===== src/rtl/cw_pkg.sv =====
// Shared types and constants for the chaffing-and-winnowing packet sequencer.
package cw_pkg;

  // Sequencer states
  typedef enum logic [2:0] {
    IDLE  = 3'd0,
    FETCH = 3'd1,
    WAIT  = 3'd2,
    EMIT0 = 3'd3,
    EMIT1 = 3'd4,
    DONE  = 3'd5
  } cw_state_e;

  // Default field widths of a {ctr, bit, tag} packet
  localparam int unsigned CW_TAGSIZE = 16;
  localparam int unsigned CW_CTRSIZE = 16;
  localparam int unsigned CW_PKT_W   = CW_CTRSIZE + CW_TAGSIZE + 1;

  // Packet field offsets
  localparam int unsigned TAG_LSB = 0;
  localparam int unsigned BIT_POS = CW_TAGSIZE;
  localparam int unsigned CTR_LSB = CW_TAGSIZE + 1;

  // Right-shifting Galois taps for x^16 + x^14 + x^13 + x^11 + 1 (maximal length)
  localparam logic [15:0] LFSR_TAPS = 16'hB400;

endpackage


===== src/rtl/cw_lfsr.sv =====
// Galois LFSR producing pseudo-random chaff tags; advances only when step_i is high.
module cw_lfsr #(
  parameter int unsigned       WIDTH = 16,
  parameter logic [WIDTH-1:0]  SEED  = WIDTH'(1),
  parameter logic [WIDTH-1:0]  TAPS  = WIDTH'(0)
) (
  input  logic             clk,
  input  logic             rstn,
  input  logic             step_i,
  output logic [WIDTH-1:0] value_o
);

  logic [WIDTH-1:0] lfsr_q, lfsr_d;

  // Next value: shift right, fold taps in when the outgoing bit is 1
  always_comb begin
    lfsr_d = lfsr_q;
    if (step_i) begin
      lfsr_d = (lfsr_q >> 1) ^ (lfsr_q[0] ? TAPS : WIDTH'(0));
    end
  end

  // State register, reloads the seed on reset
  always_ff @(posedge clk) begin
    if (!rstn) begin
      lfsr_q <= SEED;
    end else begin
      lfsr_q <= lfsr_d;
    end
  end

  assign value_o = lfsr_q;

endmodule


===== src/rtl/cw_chaff_sched.sv =====
// Chaffing-and-winnowing sequencer: for each message bit fetch the MAC tag,
// then emit a wheat packet (real bit, real tag) and a chaff packet
// (complemented bit, LFSR tag that never equals the real one).
// Optional build macro: CW_SHUFFLE_EN randomises the wheat/chaff order per bit.
module cw_chaff_sched
  import cw_pkg::*;
#(
  parameter int unsigned CWBITS    = 32,
  parameter int unsigned CTRSIZE   = 16,
  parameter int unsigned TAGSIZE   = 16,
  parameter logic [15:0] LFSR_SEED = 16'hACE1
) (
  input  logic                       clk,
  input  logic                       rstn,
  input  logic                       msg_valid,
  output logic                       msg_ready,
  input  logic [CWBITS-1:0]          msg_data,
  input  logic [CTRSIZE-1:0]         msg_ctr_base,
  output logic                       mac_req_vld,
  input  logic                       mac_req_rdy,
  output logic [CTRSIZE-1:0]         mac_req_ctr,
  output logic                       mac_req_bit,
  input  logic                       mac_rsp_vld,
  input  logic [TAGSIZE-1:0]         mac_rsp_tag,
  output logic                       pkt_valid,
  input  logic                       pkt_ready,
  output logic [CTRSIZE+TAGSIZE:0]   pkt_data,
  output logic                       busy,
  output logic                       done
);

  localparam int unsigned IDXW = (CWBITS > 1) ? $clog2(CWBITS) : 1;
  localparam int unsigned PKTW = CTRSIZE + TAGSIZE + 1;

  cw_state_e           state_q, state_d;
  logic [IDXW-1:0]     idx_q, idx_d;
  logic [CWBITS-1:0]   msg_q, msg_d;
  logic [CTRSIZE-1:0]  base_q, base_d;
  logic [TAGSIZE-1:0]  tag_q, tag_d;
  logic                chaff_first_q, chaff_first_d;

  logic                msg_ready_q, msg_ready_d;
  logic                busy_q, busy_d;
  logic                mac_req_vld_q, mac_req_vld_d;
  logic [CTRSIZE-1:0]  mac_req_ctr_q, mac_req_ctr_d;
  logic                mac_req_bit_q, mac_req_bit_d;
  logic                pkt_valid_q, pkt_valid_d;
  logic [PKTW-1:0]     pkt_data_q, pkt_data_d;
  logic                done_q, done_d;

  logic [TAGSIZE-1:0]  lfsr_val;
  logic                lfsr_step_c;
  logic [CTRSIZE-1:0]  cur_ctr;
  logic                cur_bit;

  // Chaff tag is the LFSR value, nudged off the wheat tag if they collide
  function automatic logic [TAGSIZE-1:0] chaff_tag_f(input logic [TAGSIZE-1:0] lv,
                                                      input logic [TAGSIZE-1:0] wheat);
    chaff_tag_f = (lv == wheat) ? (lv ^ TAGSIZE'(1)) : lv;
  endfunction

  function automatic logic [PKTW-1:0] pkt_f(input logic [CTRSIZE-1:0] c,
                                            input logic               b,
                                            input logic [TAGSIZE-1:0] t);
    pkt_f = {c, b, t};
  endfunction

  cw_lfsr #(
    .WIDTH (TAGSIZE),
    .SEED  (TAGSIZE'(LFSR_SEED)),
    .TAPS  (TAGSIZE'(LFSR_TAPS))
  ) u_lfsr (
    .clk     (clk),
    .rstn    (rstn),
    .step_i  (lfsr_step_c),
    .value_o (lfsr_val)
  );

  // Counter and bit of the bit currently being processed (counter wraps)
  assign cur_ctr = base_q + CTRSIZE'(idx_q);
  assign cur_bit = msg_q[idx_q];

  // Next-state, datapath and registered-output computation
  always_comb begin
    state_d       = state_q;
    idx_d         = idx_q;
    msg_d         = msg_q;
    base_d        = base_q;
    tag_d         = tag_q;
    chaff_first_d = chaff_first_q;
    pkt_data_d    = pkt_data_q;
    lfsr_step_c   = 1'b0;

    unique case (state_q)
      IDLE: begin
        if (msg_valid) begin
          msg_d   = msg_data;
          base_d  = msg_ctr_base;
          idx_d   = '0;
          state_d = FETCH;
        end
      end
      FETCH: begin
        if (mac_req_rdy) begin
          state_d = WAIT;
        end
      end
      WAIT: begin
        if (mac_rsp_vld) begin
          tag_d = mac_rsp_tag;
`ifdef CW_SHUFFLE_EN
          chaff_first_d = lfsr_val[1];
`else
          chaff_first_d = 1'b0;
`endif
          pkt_data_d = chaff_first_d
                     ? pkt_f(cur_ctr, ~cur_bit, chaff_tag_f(lfsr_val, mac_rsp_tag))
                     : pkt_f(cur_ctr, cur_bit, mac_rsp_tag);
          state_d = EMIT0;
        end
      end
      EMIT0: begin
        if (pkt_ready) begin
          lfsr_step_c = chaff_first_q;
          pkt_data_d  = chaff_first_q
                      ? pkt_f(cur_ctr, cur_bit, tag_q)
                      : pkt_f(cur_ctr, ~cur_bit, chaff_tag_f(lfsr_val, tag_q));
          state_d = EMIT1;
        end
      end
      EMIT1: begin
        if (pkt_ready) begin
          lfsr_step_c = ~chaff_first_q;
          if (idx_q == IDXW'(CWBITS - 1)) begin
            state_d = DONE;
          end else begin
            idx_d   = idx_q + IDXW'(1);
            state_d = FETCH;
          end
        end
      end
      DONE: begin
        state_d = IDLE;
      end
      default: begin
        state_d = IDLE;
      end
    endcase

    // Outputs follow the state being entered so they are valid from its first cycle
    msg_ready_d   = (state_d == IDLE);
    busy_d        = (state_d != IDLE);
    mac_req_vld_d = (state_d == FETCH);
    pkt_valid_d   = (state_d == EMIT0) || (state_d == EMIT1);
    done_d        = (state_d == DONE);
    mac_req_ctr_d = mac_req_vld_d ? (base_d + CTRSIZE'(idx_d)) : '0;
    mac_req_bit_d = mac_req_vld_d ? msg_d[idx_d] : 1'b0;
    if (!pkt_valid_d) begin
      pkt_data_d = '0;
    end
  end

  // State and output registers with synchronous active-low reset
  always_ff @(posedge clk) begin
    if (!rstn) begin
      state_q       <= IDLE;
      idx_q         <= '0;
      msg_q         <= '0;
      base_q        <= '0;
      tag_q         <= '0;
      chaff_first_q <= 1'b0;
      msg_ready_q   <= 1'b1;
      busy_q        <= 1'b0;
      mac_req_vld_q <= 1'b0;
      mac_req_ctr_q <= '0;
      mac_req_bit_q <= 1'b0;
      pkt_valid_q   <= 1'b0;
      pkt_data_q    <= '0;
      done_q        <= 1'b0;
    end else begin
      state_q       <= state_d;
      idx_q         <= idx_d;
      msg_q         <= msg_d;
      base_q        <= base_d;
      tag_q         <= tag_d;
      chaff_first_q <= chaff_first_d;
      msg_ready_q   <= msg_ready_d;
      busy_q        <= busy_d;
      mac_req_vld_q <= mac_req_vld_d;
      mac_req_ctr_q <= mac_req_ctr_d;
      mac_req_bit_q <= mac_req_bit_d;
      pkt_valid_q   <= pkt_valid_d;
      pkt_data_q    <= pkt_data_d;
      done_q        <= done_d;
    end
  end

  assign msg_ready   = msg_ready_q;
  assign busy        = busy_q;
  assign mac_req_vld = mac_req_vld_q;
  assign mac_req_ctr = mac_req_ctr_q;
  assign mac_req_bit = mac_req_bit_q;
  assign pkt_valid   = pkt_valid_q;
  assign pkt_data    = pkt_data_q;
  assign done        = done_q;

endmodule

===== config.mk =====
export PLATFORM = sky130hd
export DESIGN_NAME = cw_chaff_sched
export DESIGN_NICKNAME = d
export VERILOG_FILES = /design/src/rtl/cw_pkg.sv /design/src/rtl/cw_lfsr.sv /design/src/rtl/cw_chaff_sched.sv
export SDC_FILE = /design/constraint.sdc
export NUM_CORES = 1
export LEC_CHECK = 0
export ABC_AREA = 1
export BUFFER_PORTS_ARGS = -buffer_cell sky130_fd_sc_hd__buf_2
export CAP_MARGIN = 20
export CORE_AREA = 2 2 172 90
export CTS_CLUSTER_DIAMETER = 40
export DETAILED_ROUTE_END_ITERATION = 8
export DIE_AREA = 0 0 174 92
export PLACE_DENSITY_LB_ADDON = 0.1
export SLEW_MARGIN = 15
export SYNTH_ARGS = -nofsm -noshare
export SYNTH_HDL_FRONTEND = slang
export SYNTH_SLANG_ARGS = --single-unit

===== constraint.sdc =====
create_clock -name clk -period 7 [get_ports clk]
set_clock_uncertainty 0.1 [all_clocks]
set_input_delay 0.7 -clock clk [delete_from_list [all_inputs] [get_ports clk]]
set_output_delay 0.7 -clock clk [all_outputs]
set_load 0.01 [all_outputs]

# Yosys cells after proc, flatten, opt, wreduce, memory -nomap -nowiden
# Cells that the tools add are included.
[word_totals] regBits=143 elab_cells=69 output_inout_bits=55 in_bits=70
[classes] n_bitwise=3 n_mux=26 n_eq_ne=12 n_addsub=3 reduce_logical=9 n_lt_le_gt_ge=2
[op_table] op="33-bit two-way mux" n=2
[op_table] op="33-bit case mux with 2 select lines" n=1
[op_table] op="32-bit two-way mux" n=2
[op_table] op="16-bit two-way mux" n=3
[op_table] op="16-bit by 5-bit adder with 16-bit output" n=2
[op_table] op="3-bit two-way mux" n=6
[op_table] op="16-bit equality test" n=1
[op_table] op="15-bit by 16-bit XOR with 16-bit output" n=1
[op_table] op="5-bit two-way mux" n=3
[op_table] op="3-bit case mux with 5 select lines" n=1
[op_table] op="5-bit by 6-bit less-than comparator with 1-bit output, second input constant" n=2
[op_table] op="1-bit binary-select mux with 5-bit select" n=2
[op_table] op="5-bit case mux with 2 select lines" n=1
[op_table] op="3-bit by 2-bit equality test with 1-bit output, second input constant" n=3
[op_table] op="3-bit equality test, second input constant" n=3
[op_table] op="3-bit by 1-bit equality test with 1-bit output, second input constant" n=2
[op_table] op="3-bit zero test" n=2
[op_table] op="2-bit AND reduction" n=3
[op_table] op="5-bit by 1-bit adder with 5-bit output, second input constant" n=1
[op_table] op="5-bit equality test, second input constant" n=1
[op_table] op="1-bit two-way mux" n=5
[op_table] op="2-bit inequality test, second input constant" n=2
[op_table] op="3-bit AND reduction" n=1
[op_table] op="3-bit nonzero test" n=1
[op_table] op="3 further kinds" n=4

# Logic depth before layout (Yosys ltp)
# Gate-level depths: netlist of the first run.
[logic_depth] word_depth=7 mapped_depth=22 depth_no_buf=21

# By module
# From an unflattened synthesis of the first run, not the netlist that was laid out.
[hier_totals] hier_cells=1000 hier_area_um2=7140.6
[by_module_without_submodules] mod="cw_chaff_sched" seq_area_each_um2=2542.4 cells_each=920 area_each_um2=6516.2 instances=1
[by_module_without_submodules] mod="cw_lfsr" seq_area_each_um2=320.3 cells_each=80 area_each_um2=624.3 instances=1

# Worst setup path after synthesis of the first run
# No wires, ideal clock.
[synth_timing] path_type="input-to-reg" start="in msg_valid" end="reg mac_req_ctr_q[14] (netlist: mac_req_ctr[14])" t_required_ns=6.782 path_buffers=3 setup_time_ns=0.118 setup_slack_ns=3.795 arrival_ns=2.987 path_stages=20 cell_sequence="inv_1 -> nor2_4 -> nand2_2 -> buf_6 -> buf_4 -> buf_2 -> nand2_1 -> o21ai_0 -> fa_1 -> nand3b_1 -> nand2_1 -> nand2_1 -> inv_1 -> o21ai_1 -> nor2_2 -> nand2_2 -> nor2_4 -> nand2_2 -> nor3_1 -> nor2_1"
[synth_via] elab_chain_len=4 elab_cells_between_ends=9 classes_between="add/sub (1); eq/ne (1); mux (6); reduce/logical (1)"
[synth_lines] item="from (decl)" line="cw_chaff_sched.sv:15" source="input logic msg_valid,"
[synth_lines] item="branches (longest 4 deep; another with 16-bit by 5-bit adder with 16-bit output)"
[synth_lines] item="to (signal assigned)" line="cw_chaff_sched.sv:190" source="mac_req_ctr_q <= mac_req_ctr_d;"
[synth_lines] item="to (decl)" line="cw_chaff_sched.sv:45" source="logic [CTRSIZE-1:0] mac_req_ctr_q, mac_req_ctr_d;"
# Several ways; the timed one is not identified.
# A chain may end at the register's enable or synchronous reset.

# Worst setup path after layout of the first run
[layout_timing] start="reg state_q[2]" end="reg mac_req_ctr_q[14] (netlist: mac_req_ctr[14])"
[layout_via] elab_chain_len=4 elab_cells_between_ends=16 classes_between="add/sub (1); eq/ne (5); mux (8); reduce/logical (2)"
[layout_lines] item="from (decl)" line="cw_chaff_sched.sv:35" source="cw_state_e state_q, state_d;"
[layout_lines] item="from (signal assigned)" line="cw_chaff_sched.sv:181" source="state_q <= state_d;"
[layout_lines] item="branches (longest 4 deep; another with 16-bit by 5-bit adder with 16-bit output)"
# Several ways; the timed one is not identified.

==> results.py, run 1 <==
metrics = {
    "critical_path": {
        "cp_slowest_cell": "nand2_2",
        "critPathTopFamily": "simple AND/OR/NAND/NOR gates",
        "path_class": "reg2reg",
        "r2r_end": "mac_req_ctr[14]",
        "r2r_setup_slack_ps": 2710,
        "slowest_delay_ps": 660,
        "endpoint": "mac_req_ctr[14]",
        "cp-end-kind": "register",
        "startpoint": "state_q[2]",
        "arrival_ps": 4550,
        "crit_buf_inv": 2,
        "cpMostUsedCell": "nand2_1",
        "rr_startpoint": "state_q[2]",
        "crit_fanout": 45,
        "cp.depth": 20,
        "cp_data_required_time_ps": 7260,
        "cp-start-kind": "register",
        "rr_worst_depth": 20,
        "cp_cell_sequence": "nor2_4, nand2_2, nand2_1, nand2_1, nand2_1, nor2_1, inv_1, fa_1, nand3b_1, nand2_1, nand2_1, inv_1, o21ai_1, nor2_2, nand2_2, nor2_4, nand2_2, o21ai_1, nand2_1, nor2_1",
    },
    "layout": {
        "syn_to_final_growth_pct": 17.9,
        "num-fill-cells": 1469,
        "num_antenna_cells": 0,
        "nets": 1198,
        "mostFrequentLayoutCells": "nand2_1, dfxtp_1, buf_2",
        "postLayoutCellArea_um2": 8350,
        "drive_gt1_share_pct": 17.9,
        "layout_commonest_cell": "nand2_1",
    },
    "place": {
        "io_buffers": 124,
        "gp_congestion": 0.939,
        "place_area_um2": 7760,
        "hpwl_um": 15000,
    },
    "power": {
        "power_per_cell_area_nw_per_um2": 249,
        "peakVddDrop_uv": 185,
        "p_leak_nw": 3.89,
    },
    "clock_network": {
        "postCtsResizedCells": 0,
        "htreeDepth": 4,
        "clkLatencyLatePin_ps": 420,
        "clock-root-buffer": "clkbuf_16",
        "cts_buffers": 17,
        "cts.clk_slew.worst_paths_ps": 70,
        "cts_tree": "yes",
        "cts_setup_buffers": 0,
        "clockBufferDepth": 2,
        "clock_sinks": 143,
        "cts_hold_buf": 0,
    },
    "outcome": {
        "status": "finished, final reports clean",
    },
    "floorplan": {
        "die_w_um": 174,
        "pin_count": 125,
        "fp.dieArea_um2": 16000,
        "initial_core_util_pct": 48.1,
        "rows": 32,
        "fp.dieH_um": 92,
        "core-area_um2": 14700,
    },
    "sta": {
        "max_slew_margin_pct": 37.7,
        "finalSetupTns_ps": 0,
        "fmax_mhz": 233,
        "fin_crit_ps": 4290,
        "rsz0062_at_grt": "no",
        "finalHoldViolations": 0,
        "slew_violations": 0,
        "finalCritPeriodShare_pct": 61.3,
        "finalHoldWorstSlack_ps": 363,
        "worst_pin_slew_ps": 932,
        "setup_viol": 0,
    },
    "grt": {
        "grt_pass1_vias": 6218,
        "grt_max_degree": 58,
        "grt_use_total_pct": 26.5,
        "grt_pass1_wl_um": 33300,
        "grt.overflow.total": 0,
        "antenna_found_initial": 0,
    },
    "drt": {
        "dr.pass1.iters": 5,
        "dr_wl_met2_um": 6900,
        "wl_um": 20700,
        "routedLengthMet1_um": 11700,
        "ant_nets": 0,
        "vias": 6777,
        "met3_length_um": 1950,
        "drc": 0,
        "top_layer": "met4",
        "drt_first_iter_violations": 555,
        "wl_per_cell_um": 15.5,
        "viasPerCell": 5.08,
    },
    "synth": {
        "netlist_area_um2": 7080,
        "seq_area_frac_synth_pct": 40.4,
        "yosysTopAreaCellShare_pct": 40.4,
        "synth.avg_cell_area_um2": 6.97,
        "synth-seq-cells": 143,
        "synthCells": 1016,
        "ys_warn_count": 0,
        "synth_top_area_cell": "dfxtp_1",
        "ys_top_cells_by_area": "dfxtp_1, nand2_1, nand3_1, a21oi_1, nor2_1",
        "synth.distinct_cells": 40,
        "syn_nets": 1098,
    },
    "run": {
        "maxCapViolCount": 0,
    },
    "min_path": {
        "hold_class": "reg2reg",
        "holdPathStages": 2,
    },
}
how the worst min path moves through the flow:
stage	startpoint	endpoint	slack, ps
finish	pkt_data[10]	pkt_data[10]	360
global route	pkt_data[1]	pkt_data[1]	380
CTS	pkt_data[13]	pkt_data[13]	360
detailed placement	pkt_data[1]	pkt_data[1]	350
global placement	pkt_data[1]	pkt_data[1]	350
floorplan	msg_q[23]	msg_q[23]	360
registers in the layout (all words and copies together) (netlist names):
signal	cells
u_lfsr.value_o	16
mac_req_ctr	16
mac_req_vld	1
msg_ready	1
idx_q	5
tag_q	16
done	1
busy	1
pkt_valid	1
state_q	3
base_q	16
msg_q	32
pkt_data	33
mac_req_bit	1
cell usage after synthesis, drive strengths merged:
cell type / number
nand3: 89
inv: 97
xor2: 13
nand4: 11
o22ai: 1
nand2: 256
a21oi: 86
o211ai: 12
clkbuf: 32
nor3: 7
fa: 2
ha: 10
xnor2: 17
a31oi: 2
or2: 10
buf: 15
o2111ai: 1
a21boi: 1
o21a: 12
a21o: 1
dfxtp: 143
nand3b: 1
o21ai: 75
nor2: 122
cells by family after synthesis:
logic type                 Yosys count  share of synthesized area (%)
buffers and inverters              144                           8.38
xor gates and xnor gates            30                           3.71
AOI/OAI and AO/OA                  191                           15.2
adders and majority gates           12                           2.33
and+or+nand+nor                    496                           30.0
DFF                                143                           40.4
metal layers:
metal / up-vias / GRT usage, %
met5: - / 0
met4: 0 / 4.62
met3: 10 / 7.59
met2: 269 / 31.6
met1: 3000 / 44.5
li1: 3498 / -
area by class of cell:
cell class / count / area [µm²] / area share (%)
well taps: 204 / 255 / 3.06
clock inverters: 14 / 150 / 1.80
multi-input cells: 729 / 3620 / 43.4
repair buffers: 128 / 651 / 7.79
inverters: 97 / 367 / 4.39
clock buffers: 18 / 439 / 5.26
flip-flops and latches: 143 / 2860 / 34.3
power breakdown:
| part | total (mW) | internal [mW] | switching [mW] |
|---|---|---|---|
| Clock | 0.903 | 0.512 | 0.391 |
| Sequential | 0.880 | 0.857 | 0.0234 |
| Combinational | 0.297 | 0.100 | 0.197 |
worst reg2reg max path, cell delays in order, from the launching register on:
cell      delay (ps)
dfxtp_1          490
nor2_4           140
nand2_2          660
nand2_1          110
nand2_1          320
nand2_1          480
nor2_1           310
inv_1            110
fa_1             390
nand3b_1         170
nand2_1           90
nand2_1           50
inv_1             70
o21ai_1           90
nor2_2           130
nand2_2           90
nor2_4           110
nand2_2           80
o21ai_1          120
nand2_1           60
nor2_1            80
stage by stage:
stage,utilization [%],power [mW],instances,setup WS [ps]
floorplan,-,1.10,1016,3800
global placement,52.7,1.19,1301,2500
detailed placement,52.7,1.19,1301,2420
CTS,56.7,2.09,1333,2790
global route,56.7,2.17,1333,2210
finish,56.7,2.08,1333,2710
No activity file was read; power rests on OpenSTA's default activity.
==> run 2: changes to the inputs <==
--- a/config.mk
+++ b/config.mk
@@ -5,13 +5,13 @@
 export SDC_FILE = /design/constraint.sdc
 export NUM_CORES = 1
 export LEC_CHECK = 0
-export ABC_AREA = 1
+export ABC_AREA = 0
 export BUFFER_PORTS_ARGS = -buffer_cell sky130_fd_sc_hd__buf_2
 export CAP_MARGIN = 20
-export CORE_AREA = 2 2 172 90
+export CORE_AREA = 2 2 171 89
 export CTS_CLUSTER_DIAMETER = 40
 export DETAILED_ROUTE_END_ITERATION = 8
-export DIE_AREA = 0 0 174 92
+export DIE_AREA = 0 0 173 91
 export PLACE_DENSITY_LB_ADDON = 0.1
 export SLEW_MARGIN = 15
 export SYNTH_ARGS = -nofsm -noshare
==> constraint.sdc (replaced) <==
create_clock -name clk -period 4 [get_ports clk]
set_clock_uncertainty 0.1 [all_clocks]
set_input_delay 0.4 -clock clk [delete_from_list [all_inputs] [get_ports clk]]
set_output_delay 0.4 -clock clk [all_outputs]
set_load 0.01 [all_outputs]
==> results.py, run 2 <==
metrics = {
    "drt": {
        "wl_per_cell_um": 17.2,
        "top_layer": "met4",
        "vias": 6126,
        "viasPerCell": 5.47,
        "met3_length_um": 1210,
        "drt_first_iter_violations": 494,
        "dr.pass1.iters": 5,
        "drc": 0,
        "wl_um": 19200,
        "dr_wl_met2_um": 7900,
        "routedLengthMet1_um": 9970,
        "ant_nets": 0,
    },
    "floorplan": {
        "fp.dieH_um": 91,
        "pin_count": 125,
        "core-area_um2": 14200,
        "fp.dieArea_um2": 15700,
        "rows": 31,
        "die_w_um": 173,
        "initial_core_util_pct": 49.2,
    },
    "critical_path": {
        "rr_startpoint": "state_q[2]",
        "rr_worst_depth": 13,
        "crit_fanout": 9,
        "cp_cell_sequence": "nor4bb_4, a21oi_1, nor2_1, nand2_1, inv_1, ha_1, nor2b_1, o21ai_0, a21boi_0, o211ai_1, nand2b_1, xnor2_1, nor2_1",
        "cp-end-kind": "register",
        "cp-start-kind": "register",
        "cp_slowest_cell": "dfxtp_1",
        "r2r_setup_slack_ps": 430,
        "cp_data_required_time_ps": 4220,
        "path_class": "reg2reg",
        "arrival_ps": 3790,
        "cpMostUsedCell": "nor2_1",
        "r2r_end": "mac_req_ctr[10]",
        "critPathTopFamily": "simple AND/OR/NAND/NOR gates",
        "slowest_delay_ps": 510,
        "crit_buf_inv": 1,
    },
    "layout": {
        "drive_gt1_share_pct": 21.2,
        "num_antenna_cells": 0,
        "largest_reg_flops": 33,
        "syn_to_final_growth_pct": 19.6,
        "layout_commonest_cell": "nand2_1",
        "nets": 990,
        "postLayoutCellArea_um2": 8350,
        "num-fill-cells": 1318,
        "mostFrequentLayoutCells": "nand2_1, dfxtp_1, buf_2",
    },
    "grt": {
        "grt.overflow.total": 0,
        "grt_use_total_pct": 24.7,
        "grt_max_degree": 89,
        "grt_pass1_vias": 5825,
        "antenna_found_initial": 0,
        "grt_pass1_wl_um": 30800,
    },
    "sta": {
        "rsz0062_at_grt": "no",
        "fmax_mhz": 280,
        "max_slew_margin_pct": 49.1,
        "finalHoldViolations": 0,
        "finalHoldWorstSlack_ps": 126,
        "finalSetupTns_ps": 0,
        "worst_pin_slew_ps": 764,
        "slew_violations": 0,
        "fin_crit_ps": 3570,
        "finalCritPeriodShare_pct": 89.3,
        "setup_viol": 0,
    },
    "place": {
        "hpwl_um": 14300,
        "place_area_um2": 7730,
        "gp_congestion": 0.905,
        "io_buffers": 124,
    },
    "synth": {
        "ys_top_cells_by_area": "dfxtp_1, nand2_1, a21boi_0, mux2i_1, xnor2_1",
        "synthCells": 808,
        "seq_area_frac_synth_pct": 41.0,
        "synth_edf_count": 0,
        "synth-seq-cells": 143,
        "yosys_most_used_dff": "dfxtp_1",
        "synth.distinct_cells": 60,
        "ys_warn_count": 0,
        "syn_nets": 890,
        "synth_top_area_cell": "dfxtp_1",
        "netlist_area_um2": 6980,
        "synth.most_common_cell": "nand2_1",
        "yosysTopAreaCellShare_pct": 41.0,
        "synth.avg_cell_area_um2": 8.64,
        "synth_top_cells_by_count": "nand2_1, dfxtp_1, a21boi_0",
        "async_flop_share_pct": 0,
    },
    "min_path": {
        "hold_class": "in2reg",
        "holdPathStages": 3,
        "hp-start": "msg_data[1]",
        "min_to": "msg_q[1]",
    },
    "outcome": {
        "status": "finished, final reports clean",
    },
    "power": {
        "power_per_cell_area_nw_per_um2": 427,
        "total_power_mw": 3.56,
        "p_leak_nw": 3.39,
        "peakVddDrop_uv": 235,
    },
    "clock_network": {
        "cts.clk_slew.worst_paths_ps": 70,
        "cts_buffers": 17,
        "clock-root-buffer": "clkbuf_16",
        "cts_tree": "yes",
        "htreeDepth": 4,
        "clockBufferDepth": 2,
        "cts_hold_buf": 0,
        "cts_setup_buffers": 0,
        "postCtsResizedCells": 0,
        "clock_sinks": 143,
        "clkLatencyLatePin_ps": 420,
    },
    "run": {
        "maxCapViolCount": 0,
    },
}
[run 2: kinds of logic after synthesis]
kind of cell             after synthesis  synth area share [%]
adder cells (fa/ha/maj)               12                  2.37
multiplexers                          50                  9.02
AO/OA/AOI/OAI                        155                  16.5
AND/OR/NAND/NOR                      332                  21.8
flip-flops                           143                  41.0
XOR/XNOR                              39                  4.89
buffers and inverters                 77                  4.48
[run 2: report_power, final]
group / total, mW / internal [mW] / switching (mW)
Sequential: 1.53 / 1.48 / 0.0479
Clock: 1.66 / 0.998 / 0.662
Combinational: 0.371 / 0.153 / 0.219
[run 2: metrics by stage]
step	setup WS [ps]	std cells	utilization [%]
2_1_floorplan	351	808	-
3_3_place_gp	525	1087	54.4
3_5_place_dp	408	1087	54.4
4_1_cts	373	1119	58.7
5_1_grt	100	1119	58.8
6_report	426	1119	58.8
[run 2: metal layers]
| metal | vias up | track usage (%) |
|---|---|---|
| li1 | 3003 | - |
| met1 | 2891 | 37.3 |
| met2 | 215 | 36.4 |
| met3 | 17 | 4.77 |
| met4 | 0 | 5.01 |
| met5 | - | 0 |
[run 2: layout make-up]
class	count	area, µm²	area share, %
Inverter	19	71.3	0.854
Tap cell	198	248	2.97
Timing Repair Buffer	139	733	8.78
Sequential cell	143	2860	34.3
Clock inverter	13	178	2.13
Multi-Input combinational cell	588	3820	45.8
Clock buffer	19	433	5.19
[run 2: worst max-delay path by stage]
stage                     from  slack [ps]  cells past startpoint               to
global placement    state_q[2]         520                     13  mac_req_ctr[10]
floorplan           state_q[0]         350                     14  mac_req_ctr[11]
detailed placement  state_q[2]         410                     12  mac_req_ctr[12]
global route        state_q[2]         100                     13  mac_req_ctr[12]
finish              state_q[2]         430                     13  mac_req_ctr[10]
CTS                 state_q[2]         370                     13  mac_req_ctr[10]
[run 2: worst reg2reg max path: stages (launching register included)]
cell and delay (ps):
dfxtp_1 510, nor4bb_4 490, a21oi_1 140, nor2_1 300, nand2_1 150, inv_1 220, ha_1 320, nor2b_1 160
o21ai_0 210, a21boi_0 180, o211ai_1 370, nand2b_1 180, xnor2_1 120, nor2_1 50
==> run 3: changes to the inputs <==
==> constraint.sdc (replaced) <==
create_clock -name clk -period 3 [get_ports clk]
set_clock_uncertainty 0.1 [all_clocks]
set_input_delay 0.3 -clock clk [delete_from_list [all_inputs] [get_ports clk]]
set_output_delay 0.3 -clock clk [all_outputs]
set_load 0.01 [all_outputs]
==> results.py, run 3 (synthesis gave the netlist of run 2 again) <==
metrics = {
    "sta": {
        "finalCritPeriodShare_pct": 96.3,
        "worst_pin_slew_ps": 764,
        "finalSetupTns_ps": 0,
        "max_slew_margin_pct": 49.1,
        "finalHoldWorstSlack_ps": 21.6,
        "slew_violations": 0,
        "fmax_mhz": 346,
        "rsz0062_at_grt": "no",
        "setup_viol": 0,
        "finalHoldViolations": 0,
        "fin_crit_ps": 2890,
    },
    "drt": {
        "wl_um": 19600,
        "met3_length_um": 1750,
        "ant_nets": 0,
        "viasPerCell": 5.42,
        "vias": 6260,
        "top_layer": "met4",
        "routedLengthMet1_um": 9780,
        "dr_wl_met2_um": 7910,
        "drc": 0,
        "wl_per_cell_um": 16.9,
        "dr.pass1.iters": 5,
        "drt_first_iter_violations": 460,
    },
    "clock_network": {
        "clock_sinks": 143,
        "cts_buffers": 17,
        "clock-root-buffer": "clkbuf_16",
        "htreeDepth": 4,
        "cts_tree": "yes",
        "clkLatencyLatePin_ps": 420,
        "cts.clk_slew.worst_paths_ps": 70,
        "clockBufferDepth": 2,
    },
    "floorplan": {
        "core-area_um2": 14200,
        "die_w_um": 173,
        "fp.dieArea_um2": 15700,
        "fp.dieH_um": 91,
        "initial_core_util_pct": 49.2,
        "rows": 31,
        "pin_count": 125,
    },
    "grt": {
        "grt_use_total_pct": 25.3,
        "antenna_found_initial": 0,
        "grt_max_degree": 89,
        "grt_pass1_wl_um": 31300,
        "grt.overflow.total": 0,
        "grt_pass1_vias": 5941,
    },
    "place": {
        "gp_congestion": 0.942,
        "dp.cells": 1124,
        "hpwl_um": 14700,
        "io_buffers": 124,
    },
    "min_path": {
        "hold_class": "in2reg",
    },
    "layout": {
        "num_antenna_cells": 0,
        "mostFrequentLayoutCells": "nand2_1, dfxtp_1, buf_2",
        "syn_to_final_growth_pct": 25.1,
        "largest_reg_flops": 33,
        "stdcell_count": 1156,
        "drive_gt1_share_pct": 26.0,
        "layout_commonest_cell": "nand2_1",
        "fin_util_pct": 61.5,
        "nets": 1028,
        "num-fill-cells": 1259,
    },
    "critical_path": {
        "slowest_delay_ps": 600,
        "cp_data_required_time_ps": 3240,
        "cp-start-kind": "register",
        "arrival_ps": 3130,
        "crit_buf_inv": 2,
        "cp_cell_sequence": "or4b_4, buf_4, nand2_1, inv_1, ha_4, nand2_2, o21ai_4, a31oi_4, or4b_1, a211oi_2",
        "path_class": "reg2reg",
        "cp_slowest_cell": "or4b_4",
        "critPathTopFamily": "simple AND/OR/NAND/NOR gates",
        "cp-end-kind": "register",
        "crit_fanout": 8,
    },
    "power": {
        "peakVddDrop_uv": 312,
        "p_leak_nw": 3.60,
        "total_power_mw": 4.79,
        "power_per_cell_area_nw_per_um2": 549,
    },
    "run": {
        "maxCapViolCount": 0,
    },
    "outcome": {
        "status": "finished, final reports clean",
    },
}
[run 3: cell count changes in the layout (fill, tap and decap cells not counted), moves of 2 or more]
cell and change:
buf_4 +35, clkinv_4 +4, buf_6 +2, clkbuf_1 -2, clkinvlp_4 -2
[run 3: power by group]
group,switching [mW],internal [mW],total (mW)
clock network,0.876,1.34,2.22
registers,0.0585,1.98,2.04
logic,0.304,0.235,0.539
total,1.24,3.56,4.79
[run 3: worst min-delay path: stages]
cell	delay (ps)
buf_2	90
nand2_1	40
a21boi_0	60
[run 3: layout make-up]
| type | count | area [µm²] | share of cell area [%] |
|---|---|---|---|
| tap | 198 | 248 | 2.84 |
| inverter | 19 | 72.6 | 0.831 |
| sequential | 143 | 2860 | 32.8 |
| clock inverter | 13 | 178 | 2.03 |
| multi-input combinational | 588 | 3890 | 44.6 |
| timing repair buffer | 177 | 1040 | 11.9 |
| clock buffer | 18 | 439 | 5.03 |
[run 3: metrics by stage]
stage | setup slack [ps] | area (µm²)
after global placement | 105 | 8060
after detailed placement | 45.6 | 8060
final | 111 | 8730
after CTS | 31.7 | 8670
after floorplan | -147 | 7060
after global routing | 3.26 | 8730
[run 3: timing repair]
item,4_1_cts,5_1_grt
setup endpoints to repair,0,8
hold buffers,0,0
resized for setup,0,11
setup buffers,0,1
[run 3: worst paths after layout]
kind	depth (start not counted)	end	slack (ps)	from
max reg2reg	10	mac_req_ctr[11]	110	state_q[1]
max	10	mac_req_ctr[11]	110	state_q[1]
min	3	msg_q[7]	20	msg_data[7]
min reg2reg	2	pkt_data[19]	380	pkt_data[19]
[run 3: layer usage]
metal	track usage (%)	vias up
met5	0	-
met4	5.37	0
met3	9.46	12
met2	35.6	234
met1	36.5	2934
li1	-	3080
